[config.mk]
export PLATFORM = sky130hd
export DESIGN_NAME = pulse_meter
export DESIGN_NICKNAME = d
export VERILOG_FILES = /design/src/rtl/pulse_pkg.sv /design/src/rtl/frac_div.sv /design/src/rtl/pulse_meter.sv
export SDC_FILE = /design/constraint.sdc
export NUM_CORES = 1
export LEC_CHECK = 0
export CORE_MARGIN = 1.5
export CORE_UTILIZATION = 47
export DETAILED_ROUTE_END_ITERATION = 8
export MAX_ROUTING_LAYER = met4
export PLACE_DENSITY = 0.66
export SYNTH_ARGS = -nofsm -noshare
export SYNTH_HDL_FRONTEND = slang
export SYNTH_SLANG_ARGS = --single-unit
[constraint.sdc]
create_clock -name clk -period 3.6 [get_ports clk]
set_input_delay 0.72 -clock clk [delete_from_list [all_inputs] [get_ports clk]]
set_output_delay 0.72 -clock clk [all_outputs]
set_load 0.01 [all_outputs]
[src/rtl/pulse_pkg.sv]
// ============================================================================
// Module : pulse_pkg
// Brief  : Shared FSM state encoding and sample classification for pulse_meter
// Rev    : 1.0  initial release
// ============================================================================
`default_nettype none

package pulse_pkg;

  typedef enum logic [1:0] {
    IDLE  = 2'd0,
    DIV_F = 2'd1,
    DIV_D = 2'd2,
    DONE  = 2'd3
  } state_e;

  // A sample is "high" only when strictly positive; zero counts as low.
  function automatic logic classify_hi(input logic sign_bit, input logic nonzero);
    return !sign_bit && nonzero;
  endfunction

endpackage

`default_nettype wire

[src/rtl/frac_div.sv]
// ============================================================================
// Module : frac_div
// Brief  : Fractional restoring divider, q = floor(num * 2^N / den), num < den
// Rev    : 1.0  initial release
// ============================================================================
`default_nettype none

module frac_div #(
  parameter int N = 32
) (
  input  logic         clk,
  input  logic         rst,
  input  logic         start,
  input  logic [N-1:0] num,
  input  logic [N-1:0] den,
  output logic [N-1:0] q,
  output logic         done
);

  localparam int CW = $clog2(N + 1);

  logic [N:0]    rem_q, rem_d;
  logic [N-1:0]  den_q, den_d;
  logic [N-1:0]  quo_q, quo_d;
  logic [CW-1:0] cnt_q, cnt_d;
  logic          busy_q, busy_d;
  logic          done_q, done_d;
  logic [N:0]    rem_x2;
  logic          ge;

  always_comb begin
    // Remainder stays below den, so doubling never overflows N+1 bits.
    rem_x2 = rem_q << 1;
    ge     = (rem_x2 >= {1'b0, den_q});
    rem_d  = rem_q;
    den_d  = den_q;
    quo_d  = quo_q;
    cnt_d  = cnt_q;
    busy_d = busy_q;
    done_d = 1'b0;
    if (busy_q) begin
      rem_d = ge ? (rem_x2 - {1'b0, den_q}) : rem_x2;
      quo_d = {quo_q[N-2:0], ge};
      cnt_d = cnt_q - CW'(1);
      if (cnt_q == CW'(1)) begin
        busy_d = 1'b0;
        done_d = 1'b1;
      end
    end else if (start) begin
      rem_d  = {1'b0, num};
      den_d  = den;
      quo_d  = '0;
      cnt_d  = CW'(N);
      busy_d = 1'b1;
    end
  end

  always_ff @(posedge clk) begin
    if (rst) begin
      rem_q  <= '0;
      den_q  <= '0;
      quo_q  <= '0;
      cnt_q  <= '0;
      busy_q <= 1'b0;
      done_q <= 1'b0;
    end else begin
      rem_q  <= rem_d;
      den_q  <= den_d;
      quo_q  <= quo_d;
      cnt_q  <= cnt_d;
      busy_q <= busy_d;
      done_q <= done_d;
    end
  end

  assign q    = quo_q;
  assign done = done_q;

endmodule

`default_nettype wire

[src/rtl/pulse_meter.sv]
// ============================================================================
// Module : pulse_meter
// Brief  : Recovers frequency and duty control words from a sampled pulse wave
// Rev    : 1.0  initial release
// ============================================================================
`default_nettype none

module pulse_meter
  import pulse_pkg::*;
#(
  parameter int N = 32,
  parameter int M = 16
) (
  input  logic         clk,
  input  logic         rst,
  input  logic [M-1:0] value,
  output logic [N-1:0] ctrl,
  output logic [N-1:0] duty,
  output logic         upd,
  output logic         locked
);

  state_e       state_q, state_d;
  logic         prev_hi_q, prev_hi_d;
  logic [N-1:0] per_cnt_q, per_cnt_d;
  logic [N-1:0] hi_cnt_q, hi_cnt_d;
  logic         armed_q, armed_d;
  logic [N-1:0] p_q, p_d;
  logic [N-1:0] h_q, h_d;
  logic [N-1:0] qf_q, qf_d;
  logic [N-1:0] ctrl_q, ctrl_d;
  logic [N-1:0] duty_q, duty_d;
  logic         locked_q, locked_d;
  logic         kick_q, kick_d;

  logic         hi, rise, loss, take;
  logic         div_start, div_done;
  logic [N-1:0] div_num, div_q;

  assign hi   = classify_hi(value[M-1], |value);
  assign rise = hi && !prev_hi_q;
  assign loss = &per_cnt_q;
  assign take = rise && armed_q && !loss && (state_q == IDLE);

  frac_div #(.N(N)) u_div (
    .clk   (clk),
    .rst   (rst),
    .start (div_start),
    .num   (div_num),
    .den   (p_q),
    .q     (div_q),
    .done  (div_done)
  );

  always_ff @(posedge clk) begin
    if (rst) state_q <= IDLE;
    else     state_q <= state_d;
  end

  always_comb begin
    state_d = state_q;
    case (state_q)
      IDLE:    if (take)     state_d = DIV_F;
      DIV_F:   if (div_done) state_d = DIV_D;
      DIV_D:   if (div_done) state_d = DONE;
      DONE:                  state_d = IDLE;
      default:               state_d = IDLE;
    endcase
  end

  // kick_q starts 1/P one cycle after latching; H/P chains directly off its done.
  always_comb begin
    upd       = (state_q == DONE);
    div_start = kick_q || ((state_q == DIV_F) && div_done);
    div_num   = kick_q ? N'(1) : h_q;
  end

  always_comb begin
    prev_hi_d = hi;
    armed_d   = rise || (armed_q && !loss);
    kick_d    = take;
    p_d       = take ? per_cnt_q : p_q;
    h_d       = take ? hi_cnt_q : h_q;
    qf_d      = ((state_q == DIV_F) && div_done) ? div_q : qf_q;
    ctrl_d    = ctrl_q;
    duty_d    = duty_q;
    locked_d  = locked_q;
    if ((state_q == DIV_D) && div_done) begin
      ctrl_d   = qf_q;
      duty_d   = div_q;
      locked_d = 1'b1;
    end
    if (loss) locked_d = 1'b0;
    if (rise) begin
      per_cnt_d = N'(1);
      hi_cnt_d  = N'(1);
    end else begin
      per_cnt_d = loss ? per_cnt_q : per_cnt_q + N'(1);
      hi_cnt_d  = (hi && !(&hi_cnt_q)) ? hi_cnt_q + N'(1) : hi_cnt_q;
    end
  end

  always_ff @(posedge clk) begin
    if (rst) begin
      prev_hi_q <= 1'b0;
      per_cnt_q <= '0;
      hi_cnt_q  <= '0;
      armed_q   <= 1'b0;
      p_q       <= '0;
      h_q       <= '0;
      qf_q      <= '0;
      ctrl_q    <= '0;
      duty_q    <= '0;
      locked_q  <= 1'b0;
      kick_q    <= 1'b0;
    end else begin
      prev_hi_q <= prev_hi_d;
      per_cnt_q <= per_cnt_d;
      hi_cnt_q  <= hi_cnt_d;
      armed_q   <= armed_d;
      p_q       <= p_d;
      h_q       <= h_d;
      qf_q      <= qf_d;
      ctrl_q    <= ctrl_d;
      duty_q    <= duty_d;
      locked_q  <= locked_d;
      kick_q    <= kick_d;
    end
  end

  assign ctrl   = ctrl_q;
  assign duty   = duty_q;
  assign locked = locked_q;

endmodule

`default_nettype wire

---- Word-level counts from Yosys, hierarchy flattened ----
Cells that the tools add are included.
word-level totals
  flip-flop bits (word level) ............. 334
  latch bits .............................. 0
  RAM bits ................................ 0
  ROM bits ................................ 0
  input port bits ......................... 18
  output and inout port bits .............. 66
  word-level logic and storage cells ...... 80
  memories kept ........................... 0
cells by class
  add/sub/neg operators ................... 4
  multipliers ............................. 0
  div/mod/pow operators ................... 0
  order comparisons ....................... 1
  eq/ne operators ......................... 8
  shifts and indexed selects .............. 0
  multiplexer cells ....................... 20
  bitwise operators ....................... 1
  reduce and logical (&&, ||, !) cells .... 26
operators with widths
  cell                                                   number
  2-to-1 mux 32 bit                                      6
  adder 32 x 1 -> 32 bit, second input constant          2
  AND reduction 32 bit                                   2
  >= comparator 33 x 32 -> 1 bit                         1
  subtractor 32 bit                                      1
  OR reduction 16 bit                                    1
  2-to-1 mux 6 bit                                       2
  logical AND 1 bit                                      9
  2-to-1 mux 1 bit                                       8
  one-hot mux 2 bit (4 select lines)                     1
  == test 6 x 1 -> 1 bit, second input constant          1
  2-to-1 mux 2 bit                                       3
  OR reduction 2 bit                                     3
  subtractor 6 x 1 -> 6 bit, second input constant       1
  == test 2 bit, second input constant                   2
  logical NOT 1 bit                                      4
  inequality test 2 x 1 -> 1 bit, second input constant  2
  inequality test 2 bit, second input constant           2
  nonzero test 2 bit                                     2
  AND reduction 3 bit                                    1
  == test 2 x 1 -> 1 bit, second input constant          1
  logical NOT 2 bit                                      1
  logical OR 1 bit                                       2
  AND reduction 2 bit                                    1
  NOT 1 bit                                              1

---- Depth between registers and ports, before layout ----
Gate-level depths: netlist of the first run.
  depth after elaboration ................. 8
  gate-level depth with buffers ........... 12
  gate-level depth less buffers ........... 10

---- By module ----
A second synthesis of the first run with hierarchy kept.
unflattened totals
  cell total of the unflattened synthesis .. 1984
  area, all modules ....................... 15940.3 µm²
modules (own cells, without submodules)
  module       instances  cells an instance  area an instance (µm²)  sequential area each (µm²)
  pulse_meter  1          1162               9529.1                  4604.4
  frac_div     1          822                6411.1                  2082.0

---- Worst setup path before layout of the first run ----
Ideal clock, no wire load.
  path type ............................... reg-to-reg
  start point ............................. register u_div.den_q[10]
  end point ............................... register u_div.rem_q[27]
  library setup time ...................... 123 ps
  arrival time ............................ 2515 ps
  required time ........................... 3477 ps
  setup slack ............................. 962 ps
  cell stages (with the launch flop) ...... 12
  path buffers ............................ 1
  clock period less this slack ............ 2638 ps
  cells stage by stage .................... dfxtp_1 inv_1 ha_1 buf_2 a21o_1 a221o_1 nor3_1 nand3_1 a211oi_1 mux2i_1 a211oi_1 a311o_2
between the ends
  word-level cells in the longest chain between the ends .. 3
  elaborated cells on any way between the ends .. 4
  classes of those cells .................. add/sub: 1; order compare: 1; mux: 2
ends and longest elaborated chain
  element                                                              line                            RTL
  start: declaration                                                   frac_div.sv:23                  logic [N-1:0] den_q, den_d;
  start signal: assignment                                             frac_div.sv:68                  den_q <= den_d;
  subtractor 32 bit or >= comparator 33 x 32 -> 1 bit (tied branches)  frac_div.sv:42, frac_div.sv:34
  2-to-1 mux 32 bit (*)                                                frac_div.sv:42                  rem_d = ge ? (rem_x2 - {1'b0, den_q}) : rem_x2;
  2-to-1 mux 32 bit (*)                                                frac_div.sv:41                  if (busy_q) begin
  end signal: assignment                                               frac_div.sv:67                  rem_q <= rem_d;
  end: declaration                                                     frac_div.sv:22                  logic [N:0] rem_q, rem_d;
Mark *: on every way between the ends. The rest lies on a longest branch, timed or not.
A chain may end at the register's enable or synchronous reset.

---- Final worst setup path of the first run ----
  start point ............................. register u_div.den_q[16]
  end point ............................... register u_div.rem_q[16]
The elaborated chain is that of the path after synthesis.

==> results of run 1 <==
[placed cells by master, fill, tap and decap left out, types with 18 or more instances in the layout]
master           synthesis  final
xor2_1                  39     39
ha_1                    41     41
o21ai_0                 23     23
clkdlybuf4s50_1          0     82
nand2_1                488    487
nor3_1                  22     22
nand4_1                 24     24
clkbuf_16                0     36
a22o_1                  31     31
buf_4                    0     18
nand3_1                 39     39
dfxtp_1                334    334
xnor2_1                 43     43
nor2_1                 113    110
mux2i_1                 34     34
a21oi_1                245    245
inv_1                   49     49
[flip-flops by register name, indices dropped and copies added (netlist names)]
signal,flops
ctrl,32
duty,32
h_q,32
hi_cnt_q,32
p_q,32
per_cnt_q,32
qf_q,32
u_div.den_q,32
u_div.q,32
u_div.rem_q,32
u_div.cnt_q,6
state_q,2
armed_q,1
kick_q,1
locked,1
prev_hi_q,1
u_div.busy_q,1
u_div.done,1
[critical path: cells and delay by family, from the launching register on]
family / cells / cell delay [ns]
buffers and inverters: 1 / 0.04
DFF: 1 / 0.32
and+or+nand+nor: 5 / 1.10
AOI/OAI and AO/OA: 3 / 1.09
adders and majority gates: 1 / 0.45
[final cells by class]
| type | instances | area share |
|---|---|---|
| inverter | 49 | 0.0108 |
| multi-input combinational | 1332 | 0.435 |
| tap | 396 | 0.0291 |
| clock inverter | 16 | 0.0101 |
| clock buffer | 48 | 0.0603 |
| timing repair buffer | 105 | 0.0615 |
| antenna | 1 | 0.000147 |
| sequential | 334 | 0.393 |
[stage by stage]
step	power, uW	hold slack, ns	std cells	util
2_1_floorplan	4860	0.432	1828	-
4_1_cts	8840	0.453	2280	0.554
6_report	8780	0.452	2281	0.554
5_1_grt	9130	0.465	2281	0.554
3_5_place_dp	5140	0.444	2216	0.515
3_3_place_gp	5130	0.439	2216	0.515
[where the power goes]
group / leakage (uW) / internal, uW / switching, uW / total, uW
Combinational: 0.00263 / 508 / 793 / 1300
Clock: 0.000591 / 2170 / 1530 / 3700
Sequential: 0.00269 / 3730 / 39.7 / 3770
[kinds of logic after synthesis]
group,share of synthesized area
compound gates,0.167
xor+xnor,0.0487
fa+ha+maj,0.0362
mux,0.0231
simple gates,0.226
buf+inv,0.0451
flops,0.454
[path summary, 6_finish.rpt]
kind / startpoint / endpoint / cells past startpoint
worst min register to register: duty[3] / duty[3] / 2
worst min-delay path: duty[3] / duty[3] / 2
worst max-delay path: u_div.den_q[16] / u_div.rem_q[16] / 10
worst max register to register: u_div.den_q[16] / u_div.rem_q[16] / 10
[per-layer routing]
metal,routed length (um),vias up
met5,0,-
met4,698,0
met3,1800,49
met2,17100,238
met1,17900,5906
li1,-,6278
==> metrics.md, run 1 <==
| Metric | Value |
|---|---|
| P&R area growth vs syn | 15.5% |
| Synth top area share | 0.454 |
| Detailed placement HPWL | 25700 um |
| Critical path required time | 4.02 ns |
| First-pass GRT wire length | 61800 um |
| FFs w/ async S/R, synth | 0 |
| Power per cell area | 515 nW/um^2 |
| GR Layer Usage met3 | 0.0344 |
| Routed WL | 37500 um |
| Worst-margin pin slew | 0.889 ns |
| Initial antenna violation count | 1 |
| CTS sink cnt | 334 |
| Max stage delay cell, worst path | a21o_2 |
| Synth cell count leaders | 488 x nand2_1, 334 x dfxtp_1, 245 x a21oi_1 |
| Synth area leaders | dfxtp_1 45%, nand2_1 12%, a21oi_1 8.3%, ha_1 3.5%, nor2_1 2.9% |
| Max-cap check violation count | 0 |
| Leakage | 0.00591 uW |
| Clock Latency Late Sink | 0.53 ns |
| Core box area | 30700 sq um |
| Setup Crit Path Kind | reg2reg |
| Pre-CTS setup slack | 0.508 ns |
| Worst path cell trace | inv_1 -> ha_1 -> nand3_1 -> nor3_1 -> and3_1 -> and4_1 -> a2111o_1 -> a21o_2 -> nand4_1 -> a31o_2 |
| Reg2reg setup slack | 0.48 ns |
| Die Y | 180 um |
| Ports | 84 |
| Status | finished with violations |
| Slew headroom | 0.407 |
| Post-detailed-route count of antenna-violating nets | 0 |
| Initial DRT Pass Iterations | 9 |
| Critical path endpoint category | register |
| Mapped Nets | 1888 |
| Maximum ir drop on the vdd rail | 304 uV |
| Initial Util | 0.479 |
| H-tree depth | 2 |
| Synth Register Bits | 334 |
| GRT Util Overall | 0.237 |
| Gate count after technology mapping | 1828 |
| CTS Root Buffer Type | clkbuf_16 |
| Vias per inst | 5.47 |
| Fin crit share | 0.866 |
| CTS clk-pin slew, worst paths | 0.06 ns |
| Die Footprint | 32400 sq um |
| Final hold vios | 0 |
| Worst min path class | reg2reg |
| Synthesis Warnings | 0 |
| Setup TNS | 0 ns |
| Post-Route Skew | 0.00826 ns |
| Num rows | 64 |
| Multi-input gate area | 7410 sq um |
| Largest stage delay on the critical path | 0.64 ns |
| Post-CTS resize count | 0 |
| Post-CTS Setup Bufs | 0 |
| Met2 usage | 0.372 |
| Leading area contributor after synthesis | dfxtp_1 |
| CTS Buffer Depth | 3 |
| Final setup margin | 0.483 ns |
| Grt total ovfl | 0 |
| Vias in the first global route | 11800 |
| WL/cell | 16.5 um |
| Sequential area share after synthesis | 0.454 |
| Count of cell types in the netlist | 72 |
| Syn Area/Cell | 8.06 sq um |
| # hold bufs at CTS | 0 |
| GPL Wtd Cong | 0.952 |
| Synthesized area | 14700 sq um |
| Layer with the highest usage | met2 |
| EDFF count, synth | 0 |
| Violated checks | DRC |
| Die width | 180 um |
| Met1 Use GR | 0.322 |
| Slew Limit Fails | 0 |
| TritonCTS clock tree | done |
| TritonCTS Buffers | 36 |
| Fmax | 0.321 GHz |
| Share of cells above drive strength 1 | 0.0642 |
| Finished Cell Area | 17000 sq um |
| Arr. time, crit path | 3.53 ns |
| Main synth FF type | dfxtp_1 |
| Largest net degree at the start of global routing | 82 |
| IO Port Bufs | 83 |
| Routed vias | 12500 |
| Seq. cell area | 6690 sq um |
| Setup crit start kind | register |
| RSZ-0062 raised after global routing | no |
| Layout net count | 1918 |
| CP max FO | 31 |
| Top-count cell post-synth | nand2_1 |
| Crit path time final | 3.12 ns |
| Initial drt markers | 814 |
| Number of remaining DRC errors | 7 |
| Dpl cell area | 15800 sq um |
| Setup-failing EPs final | 0 |
| Layout filler cell count | 2951 |
No activity file was read; power rests on OpenSTA's default activity.
==> inputs of run 2 (changes only) <==
--- a/config.mk
+++ b/config.mk
@@ -12,4 +12,5 @@
 export PLACE_DENSITY = 0.66
 export SYNTH_ARGS = -nofsm -noshare
 export SYNTH_HDL_FRONTEND = slang
+export SYNTH_HIERARCHICAL = 1
 export SYNTH_SLANG_ARGS = --single-unit
==> run 2 against run 1 <==
The flow now finishes without violations. Critical path depth up 1. Highest routed layer unchanged. Register-to-register slack lost 0.27 ns. Die area is 8.0% higher. Wire length increased by 5.1%. Combinational power increased by 5%. Largest power group is now clock.
==> metrics.md, run 2 <==
| Metric | Value |
|---|---|
| Critical path required time | 3.99 ns (-0.03 ns) |
| Slew headroom | 0.177 (-0.230) |
| TritonCTS Buffers | 38 (+5.6%) |
| Ports | 84 (unchanged) |
| Arr. time, crit path | 3.77 ns (+0.24 ns) |
| Multi-input gate area | 8490 sq um (+15%) |
| Layout filler cell count | 3135 (+6.2%) |
| Routed WL | 39400 um (+5.1%) |
| Post-CTS resize count | 0 (unchanged) |
| CTS sink cnt | 334 (unchanged) |
| Status | completed |
| Initial drt markers | 1103 (+36%) |
| Commonest non-fill, non-tap cell in the layout | nand2_1 |
| Reg2reg setup slack | 0.22 ns (-0.27 ns) |
| # hold bufs at CTS | 0 (unchanged) |
| Setup-failing EPs final | 0 (unchanged) |
| Reg-to-reg critical path startpoint | u_div/den_q[14] |
| Largest net degree at the start of global routing | 84 (+2.4%) |
| CTS clk-pin slew, worst paths | 0.06 ns (about the same) |
| Critical path endpoint category | register |
| Gate count after technology mapping | 1984 (+8.5%) |
| RSZ-0062 raised after global routing | no |
| Mapped Nets | 2044 (+8.3%) |
| Routed vias | 13900 (+12%) |
| CTS Root Buffer Type | clkbuf_16 |
| Initial DRT Pass Iterations | 5 (-4) |
| TritonCTS clock tree | done |
| IO Port Bufs | 83 (unchanged) |
| Post-CTS Setup Bufs | 0 (unchanged) |
| Num rows | 67 (+4.7%) |
| First-pass GRT wire length | 66200 um (+7.1%) |
| Initial Util | 0.477 (-0.00264) |
| Top-count cell post-synth | nand2_1 |
| Synth cell count leaders | 440 x nand2_1, 334 x dfxtp_1, 241 x a21oi_1 |
| Vias in the first global route | 13000 (+9.8%) |
| Synth Register Bits | 334 (unchanged) |
| Max-cap check violation count | 0 (unchanged) |
| Setup TNS | 0 ns (unchanged) |
| Finished Cell Area | 18400 sq um (+8.1%) |
| Worst-margin pin slew | 1.23 ns (+0.346 ns) |
| R2r worst-path depth | 11 (+1) |
| Die width | 187 um (+3.9%) |
| Synthesis Warnings | 6 (+6) |
| Clock Latency Late Sink | 0.53 ns (about the same) |
| Commonest non-fill, non-tap cells in the layout | 439 x nand2_1, 333 x dfxtp_1, 241 x a21oi_1 |
| Min-delay src | p_q[5] |
| GRT Util Overall | 0.231 (-0.00536) |
| Slew Limit Fails | 0 (unchanged) |
| Count of cell types in the netlist | 71 (-1.4%) |
| Leakage | 0.00610 uW (+3.1%) |
| WL/cell | 15.9 um (-3.6%) |
| Sequential area share after synthesis | 0.419 (-0.0343) |
| Fin crit share | 0.940 (+0.0744) |
| Post-detailed-route count of antenna-violating nets | 0 (unchanged) |
| Leading area contributor after synthesis | dfxtp_1 |
| Synth area leaders | dfxtp_1 42%, nand2_1 10%, a21oi_1 7.6%, mux2i_1 5.6%, ha_1 3.2% |
| Number of remaining DRC errors | 0 (-7) |
| Power per cell area | 497 nW/um^2 (-3.6%) |
| Post-layout util | 0.550 (-0.00323) |
| Fmax | 0.295 GHz (-7.9%) |
| Synthesized area | 15900 sq um (+8.2%) |
| Syn Area/Cell | 8.03 sq um (-0.33%) |
| Maximum ir drop on the vdd rail | 407 uV (+34%) |
| Initial antenna violation count | 1 (unchanged) |
| Reg2reg end | u_div/rem_q[16] |
| Grt total ovfl | 0 (unchanged) |
| Main synth FF type | dfxtp_1 |
| EDFF count, synth | 0 (unchanged) |
| CP max FO | 20 (-35%) |
| CTS Buffer Depth | 3 (unchanged) |
| Post-Route Skew | 0.0172 ns (+0.00891 ns) |
| Seq. cell area | 6690 sq um (about the same) |
| GPL Wtd Cong | 0.886 (-6.9%) |
| Crit path time final | 3.38 ns (+0.268 ns) |
| N_diodes | 0 (-1) |
| Die Footprint | 35000 sq um (+8.0%) |
| P&R area growth vs syn | 15.5% (about the same) |
| Total power | 9150 uW (+4.3%) |
| Detailed placement HPWL | 27000 um (+5.3%) |
| FFs w/ async S/R, synth | 0 (unchanged) |
| Hold EP | u_div/den_q[5] |
| H-tree depth | 2 (unchanged) |
| Core box area | 33400 sq um (+8.8%) |
| Setup crit start kind | register |
| Vias per inst | 5.59 (+2.3%) |
| Setup Crit Path Kind | reg2reg |
| Synth top area share | 0.419 (-0.0343) |
| Hold Path Depth | 2 (unchanged) |
| Final hold vios | 0 (unchanged) |
| Layout net count | 2072 (+8.0%) |
| Dpl cell area | 17100 sq um (+8.0%) |
| Share of cells above drive strength 1 | 0.0642 (about the same) |
| Die Y | 187 um (+3.9%) |
| Worst min path class | reg2reg |
| Final hold slack | 0.449 ns (-0.00202 ns) |
-- run 2: changes by cell type in the layout (fill, tap and decap cells not counted), sizes merged, moves of 31 or more --
cell	before	now
a22o	31	0
mux2i	34	89
nand2	488	441
nor2b	12	51
nor3b	1	33
o21ai	24	56
-- run 2: layer usage --
metal,track usage,part of all wire,vias up
met4,0.0685,0.025,0
met1,0.302,0.47,6510
met2,0.374,0.46,322
met3,0.0298,0.045,70
met5,-,0,-
li1,-,-,7011
-- run 2: kinds of logic (layout without fill, tap and decap cells) --
group,count (synthesis),in the layout,synth area share
buffers and inverters,189,244,0.0491
DFF,334,334,0.419
adders and majority gates,42,42,0.0334
muxes,89,89,0.0559
xor gates and xnor gates,34,34,0.0187
and+or+nand+nor,839,839,0.247
AOI/OAI and AO/OA,457,457,0.176
-- run 2: worst max path at each step --
stage,endpoint,start,depth (start not counted),slack (ns)
2_1_floorplan,u_div/rem_q[25],u_div/den_q[14],11,0.51
6_report,u_div/rem_q[16],u_div/den_q[14],11,0.22
5_1_grt,u_div/rem_q[27],u_div/den_q[14],11,0.06
3_3_place_gp,u_div/rem_q[16],u_div/den_q[14],11,0.32
4_1_cts,u_div/rem_q[16],u_div/den_q[14],11,0.26
3_5_place_dp,u_div/rem_q[16],u_div/den_q[14],11,0.25
-- run 2: layout make-up --
type	count	area share
clock buffer	53	0.0613
clock inverter	14	0.0102
inverter	55	0.0113
multi-input combinational	1461	0.461
sequential	334	0.363
tap	448	0.0304
timing repair buffer	122	0.0625
-- run 2: report_power, final --
group,switching (uW),internal (uW)
combinational,862,504
clock,1540,2480
sequential,38.9,3730
-- run 2: stage by stage --
stage	std cells	worst slack, ns
finish	2487	0.215
global route	2487	0.0561
detailed placement	2420	0.253
global placement	2420	0.323
floorplan	1984	0.514
CTS	2487	0.255
-- run 2: worst max-delay path, cell delays in order, from the launching register on --
cell and delay (ns):
dfxtp_1 0.33, inv_1 0.05, ha_1 0.39, a21o_1 0.24
a221o_1 0.37, a31o_1 0.27, a2111oi_4 0.39, a211oi_2 0.18
o31a_1 0.37, buf_4 0.23, o41ai_1 0.34, a31oi_1 0.07
==> inputs of run 3 (changes only) <==
--- a/config.mk
+++ b/config.mk
@@ -5,11 +5,13 @@
 export SDC_FILE = /design/constraint.sdc
 export NUM_CORES = 1
 export LEC_CHECK = 0
+export CELL_PAD_IN_SITES_DETAIL_PLACEMENT = 0
+export CELL_PAD_IN_SITES_GLOBAL_PLACEMENT = 1
 export CORE_MARGIN = 1.5
-export CORE_UTILIZATION = 47
+export CORE_UTILIZATION = 45
 export DETAILED_ROUTE_END_ITERATION = 8
 export MAX_ROUTING_LAYER = met4
-export PLACE_DENSITY = 0.66
+export PLACE_DENSITY = 0.8
 export SYNTH_ARGS = -nofsm -noshare
 export SYNTH_HDL_FRONTEND = slang
 export SYNTH_HIERARCHICAL = 1
==> run 3 against run 2 <==
Critical path depth unchanged. Combinational power hardly changed. Via count is 0.60% lower. Largest power group unchanged.
==> metrics.md, run 3 (same netlist as run 2, synthesis figures left out) <==
| Metric | Value |
|---|---|
| Die Footprint | 36600 sq um (+4.4%) |
| # hold bufs at CTS | 0 (unchanged) |
| Share of cells above drive strength 1 | 0.0613 (-0.00297) |
| TritonCTS Buffers | 39 (+2.6%) |
| Die width | 191 um (+2.2%) |
| Reg2reg setup slack | 0.27 ns (+0.05 ns) |
| Post-Route Skew | 0.0112 ns (-0.00595 ns) |
| P&R area growth vs syn | 15.8% |
| Psw | 2480 uW (+1.6%) |
| Core box area | 34700 sq um (+3.8%) |
| Finished Cell Area | 18500 sq um (+0.28%) |
| Commonest non-fill, non-tap cell in the layout | nand2_1 |
| CP max FO | 22 (+10%) |
| Non-Filler Instances | 2495 (+0.32%) |
| Fmax | 0.300 GHz (+1.6%) |
| Slew headroom | 0.334 (+0.157) |
| Clock Latency Late Sink | 0.54 ns (about the same) |
| Placed cell count | 2426 (+0.25%) |
| Seq. cell area | 6690 sq um (unchanged) |
| Vias per inst | 5.54 (-0.92%) |
| Worst min path class | reg2reg |
| Initial Util | 0.459 (-0.0174) |
| GPL Wtd Cong | 0.877 (-1.1%) |
| Arr. time, crit path | 3.76 ns (about the same) |
| Final hold slack | 0.449 ns (-0.0000680 ns) |
| Initial drt markers | 848 (-23%) |
| Setup TNS | 0 ns (unchanged) |
| Switch share | 0.268 (+0.00216) |
| First-pass GRT wire length | 66000 um (-0.27%) |
| GRT Util Overall | 0.225 (-0.00604) |
| Status | completed |
| Post-CTS resize count | 0 (unchanged) |
| Power per cell area | 500 nW/um^2 (+0.53%) |
| Worst path cell trace | inv_1 -> ha_1 -> and2_1 -> a221o_1 -> a31o_1 -> a2111oi_4 -> a211oi_2 -> o31ai_4 -> buf_4 -> nand3_1 -> a311oi_1 |
| Ports | 84 (unchanged) |
| Critical Path Source | u_div/den_q[16] |
| Flop pwr share | 0.409 (-0.003) |
| CTS Buffer Depth | 3 (unchanged) |
| Num rows | 68 (+1.5%) |
| Routed vias | 13800 (-0.60%) |
| Internal power | 6750 uW (+0.51%) |
| Grt total ovfl | 0 (unchanged) |
| Layout net count | 2072 (unchanged) |
| Crit path time final | 3.33 ns (-0.0518 ns) |
| Reg-to-reg critical path startpoint | u_div/den_q[16] |
| N_diodes | 0 (unchanged) |
| Fin crit share | 0.926 (-0.0144) |
| Post-detailed-route count of antenna-violating nets | 0 (unchanged) |
| Vias in the first global route | 12900 (-0.50%) |
| CTS sink cnt | 334 (unchanged) |
| Critical path required time | 4.03 ns (+0.04 ns) |
| Setup Crit Path Kind | reg2reg |
| Max stage delay cell, worst path | a2111oi_4 |
| Number of remaining DRC errors | 0 (unchanged) |
| Die Y | 191 um (+2.2%) |
| H-tree depth | 2 (unchanged) |
| Dpl cell area | 17100 sq um (+0.15%) |
| Setup-failing EPs final | 0 (unchanged) |
| RSZ-0062 raised after global routing | no |
| Max-cap check violation count | 0 (unchanged) |
| IO Port Bufs | 83 (unchanged) |
| CP top delay family | compound AO/OA/AOI/OAI gates |
| Largest stage delay on the critical path | 0.37 ns (-0.02 ns) |
| Leakage | 0.00611 uW (+0.20%) |
| Post-CTS Setup Bufs | 0 (unchanged) |
| Setup crit start kind | register |
| Multi-input gate area | 8490 sq um (unchanged) |
| Min-delay src | p_q[5] |
| Commonest non-fill, non-tap cells in the layout | 439 x nand2_1, 333 x dfxtp_1, 241 x a21oi_1 |
| Layout filler cell count | 3372 (+7.6%) |
| Comb power frac | 0.149 (about the same) |
| Slew Limit Fails | 0 (unchanged) |
| Maximum ir drop on the vdd rail | 347 uV (-15%) |
| Detailed placement HPWL | 27400 um (+1.4%) |
| Critical path endpoint category | register |
| Worst-margin pin slew | 0.999 ns (-0.235 ns) |
| Routed WL | 40300 um (+2.2%) |
| TritonCTS clock tree | done |
| Initial DRT Pass Iterations | 5 (unchanged) |
| Buf+Inv Stages, Crit Path | 2 (unchanged) |
| WL/cell | 16.2 um (+1.9%) |
| CTS Root Buffer Type | clkbuf_16 |
| Initial antenna violation count | 1 (unchanged) |
| CTS clk-pin slew, worst paths | 0.06 ns (about the same) |
| Final hold vios | 0 (unchanged) |
| Clk network pwr share | 0.442 (+0.003) |
| Largest net degree at the start of global routing | 184 (+120%) |
-- run 3: cell types whose count changed in the layout (fill, tap and decap cells not counted), sizes merged --
cell	previous run	this run
inv	55	54
clkbuf	53	60
clkinv	7	6
buf	40	39
clkinvlp	3	0
-- run 3: layer usage --
layer	routed length [um]	up-vias	global-route usage
met3	1810	67	0.0242
li1	-	6982	-
met1	19100	6493	0.297
met5	0	-	-
met4	830	0	0.0595
met2	18600	287	0.367
-- run 3: final cells by class --
| class | count | share of cell area |
|---|---|---|
| repair buffers | 121 | 0.0632 |
| well taps | 455 | 0.0308 |
| inverters | 55 | 0.0112 |
| multi-input cells | 1461 | 0.460 |
| clock inverters | 9 | 0.0101 |
| clock buffers | 60 | 0.0626 |
| flip-flops and latches | 334 | 0.362 |
-- run 3: worst register-to-register path, cell delays in order, from the launching register on --
cell and delay [ns]:
dfxtp_1 0.33, inv_1 0.05, ha_1 0.34, and2_1 0.23, a221o_1 0.33, a31o_1 0.27
a2111oi_4 0.37, a211oi_2 0.18, o31ai_4 0.37, buf_4 0.36, nand3_1 0.12, a311oi_1 0.29
-- run 3: metrics by stage --
step	setup WS, ns	utilization	power (uW)
after floorplan	0.514	-	4840
after global placement	0.377	0.493	5200
after detailed placement	0.324	0.493	5200
after CTS	0.296	0.532	9300
after global routing	0.0200	0.532	9590
final	0.267	0.532	9230
-- run 3: path summary, 6_finish.rpt --
| path | endpoint | depth (start not counted) |
|---|---|---|
| setup reg to reg | u_div/rem_q[17] | 11 |
| hold reg to reg | u_div/den_q[5] | 2 |
| hold / removal | u_div/den_q[5] | 2 |
| setup / recovery | u_div/rem_q[17] | 11 |
-- run 3: power by group through the flow --
stage                     clock network, uW  logic (uW)  registers (uW)
after detailed placement                  0        1350            3850
after CTS                              4170        1350            3770
after floorplan                           0        1000            3840
after global routing                   4330        1480            3780
final                                  4080        1370            3770
after global placement                    0        1340            3850
